**src/rtl/modn_cascade_counter_pkg.sv**
```systemverilog
// rtl/modn_cascade_counter_pkg.sv - shared defaults, stage operation codes and modulus helper
package modn_cascade_counter_pkg;

  // Default configuration: two 4-bit stages, mod-10 low and mod-6 high (00..59).
  localparam int               DEF_STAGES  = 2;
  localparam int               DEF_W       = 4;
  localparam logic [7:0]       DEF_MOD_VEC = 8'h6A;

  // What a single stage does on the next rising edge, already priority-resolved.
  typedef enum logic [1:0] {
    OP_HOLD  = 2'd0,
    OP_COUNT = 2'd1,
    OP_LOAD  = 2'd2,
    OP_CLR   = 2'd3
  } stage_op_e;

  // A modulus field of 0 stands for the full 2**w range of the stage.
  function automatic int stage_mod(input logic [31:0] field, input int w);
    if (field == 32'd0) begin
      return 1 << w;
    end
    return int'(field);
  endfunction

endpackage

```
**src/rtl/modn_cascade_counter_digit.sv**
```systemverilog
// rtl/modn_cascade_counter_digit.sv - one modulo-MOD up/down stage with load range check
module modn_cascade_counter_digit
  import modn_cascade_counter_pkg::*;
#(
  parameter int W   = 4,
  parameter int MOD = 10
) (
  input  logic         i_clk,
  input  logic         i_rst_n,
  input  logic         i_cin,
  input  logic         i_up,
  input  logic         i_clr,
  input  logic         i_ld,
  input  logic [W-1:0] i_d,
  output logic [W-1:0] o_q,
  output logic         o_co,
  output logic         o_ld_bad
);

  // Terminal value of the stage; MOD = 2**W gives all-ones.
  localparam logic [W-1:0] TOP     = W'(MOD - 1);
  localparam logic [W:0]   MOD_EXT = (W+1)'(MOD);

  logic [W-1:0] r_q;
  logic [W-1:0] w_next;
  logic [W-1:0] w_ld_val;
  logic         w_d_bad;
  stage_op_e    w_op;

  assign w_d_bad  = ({1'b0, i_d} >= MOD_EXT);
  assign w_ld_val = w_d_bad ? '0 : i_d;
  assign o_ld_bad = i_ld & w_d_bad;
  assign o_q      = r_q;

  // Carry/borrow out depends on the live direction so it re-evaluates between edges.
  assign o_co = i_cin & (i_up ? (r_q == TOP) : (r_q == '0));

  // Resolve CLR > LD > count > hold for this stage.
  always_comb begin
    w_op = OP_HOLD;
    if (i_clr) begin
      w_op = OP_CLR;
    end else if (i_ld) begin
      w_op = OP_LOAD;
    end else if (i_cin) begin
      w_op = OP_COUNT;
    end
  end

  // Next count value; an out-of-range value (upset) is pulled back to 0 in either direction.
  always_comb begin
    w_next = r_q;
    if (i_up) begin
      if (r_q >= TOP) begin
        w_next = '0;
      end else begin
        w_next = r_q + W'(1);
      end
    end else begin
      if (r_q == '0) begin
        w_next = TOP;
      end else if (r_q > TOP) begin
        w_next = '0;
      end else begin
        w_next = r_q - W'(1);
      end
    end
  end

  // Stage register.
  always_ff @(posedge i_clk or negedge i_rst_n) begin
    if (!i_rst_n) begin
      r_q <= '0;
    end else begin
      case (w_op)
        OP_CLR:   r_q <= '0;
        OP_LOAD:  r_q <= w_ld_val;
        OP_COUNT: r_q <= w_next;
        default:  r_q <= r_q;
      endcase
    end
  end

endmodule

```
**src/rtl/modn_cascade_counter.sv**
```systemverilog
// rtl/modn_cascade_counter.sv - cascaded multi-stage modulo up/down counter with load error flag
module modn_cascade_counter
  import modn_cascade_counter_pkg::*;
#(
  parameter int                  STAGES  = DEF_STAGES,
  parameter int                  W       = DEF_W,
  parameter logic [STAGES*W-1:0] MOD_VEC = DEF_MOD_VEC
) (
  input  logic                i_clk,
  input  logic                i_rst_n,
  input  logic                i_en,
  input  logic                i_clr,
  input  logic                i_ld,
  input  logic                i_up,
  input  logic [STAGES*W-1:0] i_d,
  output logic [STAGES*W-1:0] o_q,
  output logic [STAGES-1:0]   o_co,
  output logic                o_tc,
  output logic                o_ld_err
);

  // w_carry[k] is the carry-in of stage k; w_carry[STAGES] is the terminal count.
  logic [STAGES:0]   w_carry;
  logic [STAGES-1:0] w_ld_bad;
  logic              r_ld_err;

  assign w_carry[0] = i_en;

  for (genvar k = 0; k < STAGES; k++) begin : g_stage
    localparam int MOD_K = stage_mod(32'(MOD_VEC[k*W +: W]), W);

    modn_cascade_counter_digit #(
      .W   (W),
      .MOD (MOD_K)
    ) u_digit (
      .i_clk    (i_clk),
      .i_rst_n  (i_rst_n),
      .i_cin    (w_carry[k]),
      .i_up     (i_up),
      .i_clr    (i_clr),
      .i_ld     (i_ld),
      .i_d      (i_d[k*W +: W]),
      .o_q      (o_q[k*W +: W]),
      .o_co     (w_carry[k+1]),
      .o_ld_bad (w_ld_bad[k])
    );
  end

  assign o_co     = w_carry[STAGES:1];
  assign o_tc     = w_carry[STAGES];
  assign o_ld_err = r_ld_err;

  // One-cycle flag for a load that had to replace at least one digit; CLR overrides the load.
  always_ff @(posedge i_clk or negedge i_rst_n) begin
    if (!i_rst_n) begin
      r_ld_err <= 1'b0;
    end else begin
      r_ld_err <= ~i_clr & i_ld & (|w_ld_bad);
    end
  end

endmodule
```
**config.mk**
```make
export PLATFORM = sky130hd
export DESIGN_NAME = modn_cascade_counter
export DESIGN_NICKNAME = d
export VERILOG_FILES = /design/src/rtl/modn_cascade_counter_pkg.sv /design/src/rtl/modn_cascade_counter_digit.sv /design/src/rtl/modn_cascade_counter.sv
export SDC_FILE = /design/constraint.sdc
export NUM_CORES = 1
export LEC_CHECK = 0
export CAP_MARGIN = 30
export CORE_UTILIZATION = 52
export DETAILED_ROUTE_END_ITERATION = 10
export GPL_TIMING_DRIVEN = 0
export PLACE_DENSITY_LB_ADDON = 0.15
export SLEW_MARGIN = 30
export SYNTH_ARGS = -nofsm -noshare
export SYNTH_HDL_FRONTEND = slang
export SYNTH_SLANG_ARGS = --single-unit
```
**constraint.sdc**
```tcl
create_clock -name i_clk -period 3.8 [get_ports i_clk]
set_input_delay 0.76 -clock i_clk [delete_from_list [all_inputs] [get_ports i_clk]]
set_output_delay 0.76 -clock i_clk [all_outputs]
set_load 0.05 [all_outputs]
```
* After elaboration in Yosys (flattened, before gate mapping) *
Index checks and enable logic that the tools add are counted.
Widths: inputs -> output; s select.

cells by class
  reduce and logical (&&, ||, !) cells = 5
  magnitude comparators = 6
  add/sub/neg operators = 4
  bitwise gates (word level) = 7
  mux-type cells = 20
  eq/ne operators = 8

operators with widths
  cell                 number
  $mux 4               10
  $pmux 4 s3           2
  $add 4x1->4 const B  2
  $eq 2x2->1 const B   4
  $ge 4x3->1 const B   2
  $ge 4x4->1 const B   2
  $logic_not 4->1      2
  $mux 2               4
  $sub 4x1->4 const B  2
  $and 1x1->1          6
  $reduce_bool 3->1    2
  $eq 2x1->1 const B   2
  $eq 4x3->1 const B   1
  $eq 4x4->1 const B   1
  $gt 4x3->1 const B   1
  $gt 4x4->1 const B   1
  $mux 1               4
  $reduce_or 2->1      1
  $not 1->1            1

word-level totals
  flip-flop bits (word level) = 9
  input bits = 14
  logic and storage cells = 53

* Depth between registers and ports, before layout *
  word-level depth = 8
  mapped depth = 7
  depth with buffers taken out = 7

* Modules after synthesis *
Synthesis repeated with hierarchy kept, for this count alone.

unflattened totals
  cells, all modules = 131
  area total of the unflattened synthesis = 1,067.3 um^2

modules (own cells, without submodules)
  module                                            seq. area each (um^2)  cells each  times used  area an instance (um^2)
  modn_cascade_counter_digit at g_stage[0].u_digit  100.1                  66          1           530.5
  modn_cascade_counter_digit at g_stage[1].u_digit  100.1                  61          1           488.0
  modn_cascade_counter                              25.0                   4           1           48.8

* Worst setup path after synthesis *
OpenSTA, ideal clock, no wires.

  path kind = register to output
  start point = register g_stage[0].u_digit.r_q[0]
  end point = output o_co[1]
  buffers on the path = 1
  data required time = 3,040 ps
  data arrival time = 2,890 ps
  slack = 150 ps
  cell stages (with the launch flop) = 7
  cell sequence = dfrtp_1 inv_1 ha_1 nor3b_1 o21ai_2 nor3_1 buf_4

on the way
  word-level cells in the longest chain between the ends = 4

ends and longest elaborated chain
  element                                        line                              source
  start: declaration                             modn_cascade_counter_digit.sv:24  logic [W-1:0] r_q;
  start signal: assignment                       modn_cascade_counter_digit.sv:77  OP_LOAD: r_q <= w_ld_val;
  start signal: assignment                       modn_cascade_counter_digit.sv:78  OP_COUNT: r_q <= w_next;
  start signal: assignment                       modn_cascade_counter_digit.sv:79  default: r_q <= r_q;
  $eq 4x4->1 or $logic_not 4->1 (tied branches)  modn_cascade_counter_digit.sv:36  assign o_co = i_cin & (i_up ? (r_q == TOP) : (r_q == '0));
  $mux 1 *                                       modn_cascade_counter_digit.sv:36
  $and 1x1->1 * (2 in series)                    modn_cascade_counter_digit.sv:36
  end: declaration                               modn_cascade_counter.sv:17        output logic [STAGES-1:0] o_co,

Mark *: on every way between the ends. The rest lies on a longest branch, timed or not.

* Worst setup path in the final report *
  start point = input i_up
  end point = output o_tc

on the way
  word-level cells in the longest chain between the ends = 3

ends and longest elaborated chain
  element             line                              source
  start: declaration  modn_cascade_counter.sv:14        input logic i_up,
  $mux 1              modn_cascade_counter_digit.sv:36
  $and 1x1->1         modn_cascade_counter_digit.sv:36
  $and 1x1->1 *       modn_cascade_counter_digit.sv:36
  end: declaration    modn_cascade_counter.sv:18        output logic o_tc,

Marked as above.

==> reports/summary.md <==
The run finished with clean final reports. Dividing the detail-routed via count by the number of cells gives 5.824. Relative to the synthesized area, the layout overhead comes to 30.73%.

The maximum resistive drop on vdd came out at 0.2469 mV. Entering global routing, the biggest net connects 11 pins. The number of DRC markers in iteration 0 was 20; the top-level port count was 26. The tools report the number of antenna cells inserted as 0.

The run gives 2.84 ns as the data arrival time at the worst-slack endpoint. The proportion of synthesized flip-flops having asynchronous set or reset is 100.0%. The number of setup buffers added after CTS is 0. TritonCTS built the clock tree. The critical path data required time is 3.04 ns.

Number of instances in the synthesized netlist: 123. Initial antenna violation count: 0. The run gives 3 as the number of buffers created by CTS. After synthesis, the cell types taking the most area are sky130_fd_sc_hd__dfrtp_1 (23%), sky130_fd_sc_hd__ha_1 (9.0%), sky130_fd_sc_hd__nand2b_1 (5.1%). For the part of the power in registers, the log shows 33.5%. Cells fill 73.19% of the core in the end. The number of H-tree levels is 1. Synthesis instantiated 48 different standard cells from the library. First-pass GRT wire length: 4050 um. Measured along the x axis, the die boundary spans 45.35 um.

Of the total power, combinational logic draws 43.8%. The number of nets in the synthesized netlist is 144. The cell area that synthesis handed to floorplanning was 977.2 um^2.

The cell internal power dissipation was 203.1 uW; the overall fraction of global-route tracks in use was 27.09%. The tool flagged a number of max-cap violations equal to 0. The wire-length estimate of the detail-placed layout is 1803 um. Headroom to the max-slew limit came out at 66.13%.

The share of synthesized area in the top cell type comes to 23.05%. STA classifies the critical path startpoint as an input port. Summing all flip-flop and latch instances after layout gives 225.2 um^2.

The overflow left after global routing is 0. Port buffering added 24 buffers. The run gives 0.8362 as the final weighted congestion in routability-driven placement. The critical-path maximum fanout works out to 10. The critical path in this run is classified as in2out.

The via count of the first global-routing pass is 914, and the number of design rule violations left after detail routing is 0. The run gives 4 as the iteration count of the initial detailed-routing pass. The post-route setup TNS was 0 ns; the die area was 2057 um^2. Summing all multi-input logic gate instances after layout gives 661.9 um^2. The detailed-route via count is 1025.

After layout, the minimum clock period comes to 3.604 ns. The initial utilization of the core area, before any placement, comes to 55.99%. Counting the fill cells in the layout gives 139.

The post-CTS clock slew at the launch and capture registers of the worst setup and hold paths works out to 0.06 ns. The predominant post-synthesis flop cell is sky130_fd_sc_hd__dfrtp_1. The final-report max-slew violation count came out at 0. Setup repair after global routing left no endpoint under its margin.

The number of warning messages in the yosys log is 0. In this run the standard cell core region covers 1745 um^2. The number of nets in the final layout came out at 173. The tools report the row count as 15.

The worst hold path belongs to the class reg2reg. The switching share of total power was 38.87%. The root buffer cell chosen for the clock tree is sky130_fd_sc_hd__clkbuf_4. After layout, the worst path uses 94.83% of the clock period. Setup violations remaining at the end of the flow were counted as 0.

The cell taking the most area after synthesis was sky130_fd_sc_hd__dfrtp_1. The cell area power density was 260.0 nW/um^2; the die span in y was 45.35 um. The clock network accounts for 22.6% of the total power. The clock reaches the later pin of the worst-skew pair after 0.26 ns. Cells with a size suffix above 1 make up 9.934% of the layout.

The highest clock rate came out at 277.5 MHz. The final number of hold-violating endpoints was 0. For the final database, setup skew stands at 0.002718 ns.

Sequential elements use 23.05% of the synthesized area. After synthesis the netlist holds a flip-flop and latch count of 9. The switching power of the nets is 129.1 uW, and the number of enable-type register cells in the synthesized netlist is 0. At the pin with the least slew margin, the transition time is 0.5063 ns. The average instance area after synthesis came out at 7.945 um^2.

CTS saw 9 sinks. The final layout contains routed wiring with a total length of 2377 um. The run gives 0 as the remaining number of nets flagged by the antenna check after routing.

For this design the static power due to leakage is 0.0005397 uW. STA classifies the critical path endpoint as an output port. The clock passes through at most 2 buffers. After detailed routing, the average wire length per cell comes to 13.51 um.
## worst max-delay path, cell delays in order
cell and delay, ns:
sky130_fd_sc_hd__clkdlybuf4s50_1 0.41, sky130_fd_sc_hd__buf_2 0.18, sky130_fd_sc_hd__nor3b_1 0.25, sky130_fd_sc_hd__o21ai_2 0.15, sky130_fd_sc_hd__nor3_1 0.24, sky130_fd_sc_hd__clkdlybuf4s50_1 0.84
## cells by family (layout without fill, tap and decap cells)
logic type / Yosys count / count (layout) / share of synthesized area, %
buffers and inverters: 17 / 45 / 9.218
DFF: 9 / 9 / 23.05
adders and majority gates: 7 / 7 / 8.962
AOI/OAI and AO/OA: 41 / 41 / 29.97
and+or+nand+nor: 49 / 49 / 28.81
## through the flow
stage / power (uW) / std cells / hold WS [ns] / setup WS [ns] / cell area [um^2]
finish: 332.2 / 176 / 0.6539 / 0.1963 / 1277
CTS: 330.9 / 176 / 0.6496 / 0.1024 / 1275
global placement: 252.9 / 172 / 0.6233 / 0.1425 / 1249
detailed placement: 257.1 / 172 / 0.6418 / 0.1037 / 1249
global route: 351.8 / 176 / 0.7025 / 0.07374 / 1277
floorplan: 208.4 / 123 / 0.4644 / 0.1504 / 977.2
## final timing paths
path | from | end | slack, ns | cells past startpoint
min in group asynchronous | i_rst_n | o_ld_err | 0.80 | 1
hold reg to reg | g_stage[1].u_digit.o_q[3] | g_stage[1].u_digit.o_q[3] | 0.65 | 1
hold / removal | g_stage[1].u_digit.o_q[3] | g_stage[1].u_digit.o_q[3] | 0.65 | 1
max in group asynchronous | i_rst_n | g_stage[0].u_digit.o_q[0] | 2.72 | 1
setup reg to reg | g_stage[0].u_digit.o_q[0] | g_stage[1].u_digit.o_q[0] | 1.87 | 6
setup / recovery | i_up | o_tc | 0.20 | 6
## layer usage
layer  global-route usage, %  vias to the layer above  wire [um]
met2                   41.45                       47       1094
met1                   40.65                      453       1128
li1                        -                      521          -
met3                   1.200                        4        130
met5                       0                        -          0
met4                   9.091                        0         23
## cell type report
type                            count  share of cell area, %
Multi-Input combinational cell     97                  51.81
Timing Repair Buffer               24                  19.00
Sequential cell                     9                  17.63
Clock buffer                        4                  2.057
Buffer                              9                  4.701
Inverter                            8                  2.351
Tap cell                           25                  2.449
## Yosys cell counts (2+ instances only)
library cell	count
sky130_fd_sc_hd__nor3b_1	2
sky130_fd_sc_hd__inv_1	7
sky130_fd_sc_hd__nor3_1	2
sky130_fd_sc_hd__o21ai_1	2
sky130_fd_sc_hd__clkbuf_1	2
sky130_fd_sc_hd__buf_2	3
sky130_fd_sc_hd__nor2_1	11
sky130_fd_sc_hd__buf_6	2
sky130_fd_sc_hd__and3_1	2
sky130_fd_sc_hd__buf_4	2
sky130_fd_sc_hd__ha_1	7
sky130_fd_sc_hd__nand2b_1	8
sky130_fd_sc_hd__o311ai_0	2
sky130_fd_sc_hd__nand2_1	7
sky130_fd_sc_hd__nand3b_1	3
sky130_fd_sc_hd__a21oi_1	8
sky130_fd_sc_hd__dfrtp_1	9
sky130_fd_sc_hd__a211oi_1	3
sky130_fd_sc_hd__nand3_1	6
sky130_fd_sc_hd__a31oi_1	2
sky130_fd_sc_hd__o21ai_0	6
## power by group through the flow
stage / combinational [uW] / sequential [uW] / clock [uW]
2_1_floorplan: 76.4 / 132 / 0
3_3_place_gp: 141 / 112 / 0
3_5_place_dp: 144 / 113 / 0
4_1_cts: 145 / 111 / 75.1
5_1_grt: 159 / 112 / 80.6
6_report: 146 / 111 / 75.2
## sequential cells by signal, summed over array words and instances, names as in the netlist
name                 flops
g_stage.u_digit.o_q      8
o_ld_err                 1
## timing repair
action	in CTS	in global routing
hold buffers	0	0
setup endpoints to repair	0	1
resized for setup	0	1
## layout by cell type, fill, tap and decap left out, types with 3 or more instances in the layout
master	count
sky130_fd_sc_hd__buf_2	3
sky130_fd_sc_hd__nand3_1	6
sky130_fd_sc_hd__nand2b_1	8
sky130_fd_sc_hd__nand2_1	7
sky130_fd_sc_hd__o21ai_0	6
sky130_fd_sc_hd__nor2_1	11
sky130_fd_sc_hd__clkbuf_4	3
sky130_fd_sc_hd__nand3b_1	3
sky130_fd_sc_hd__clkbuf_1	3
sky130_fd_sc_hd__a21oi_1	8
sky130_fd_sc_hd__ha_1	7
sky130_fd_sc_hd__inv_1	7
sky130_fd_sc_hd__a211oi_1	3
sky130_fd_sc_hd__dfrtp_1	9
sky130_fd_sc_hd__clkdlybuf4s50_1	23
No activity file was read; power rests on OpenSTA's default activity.
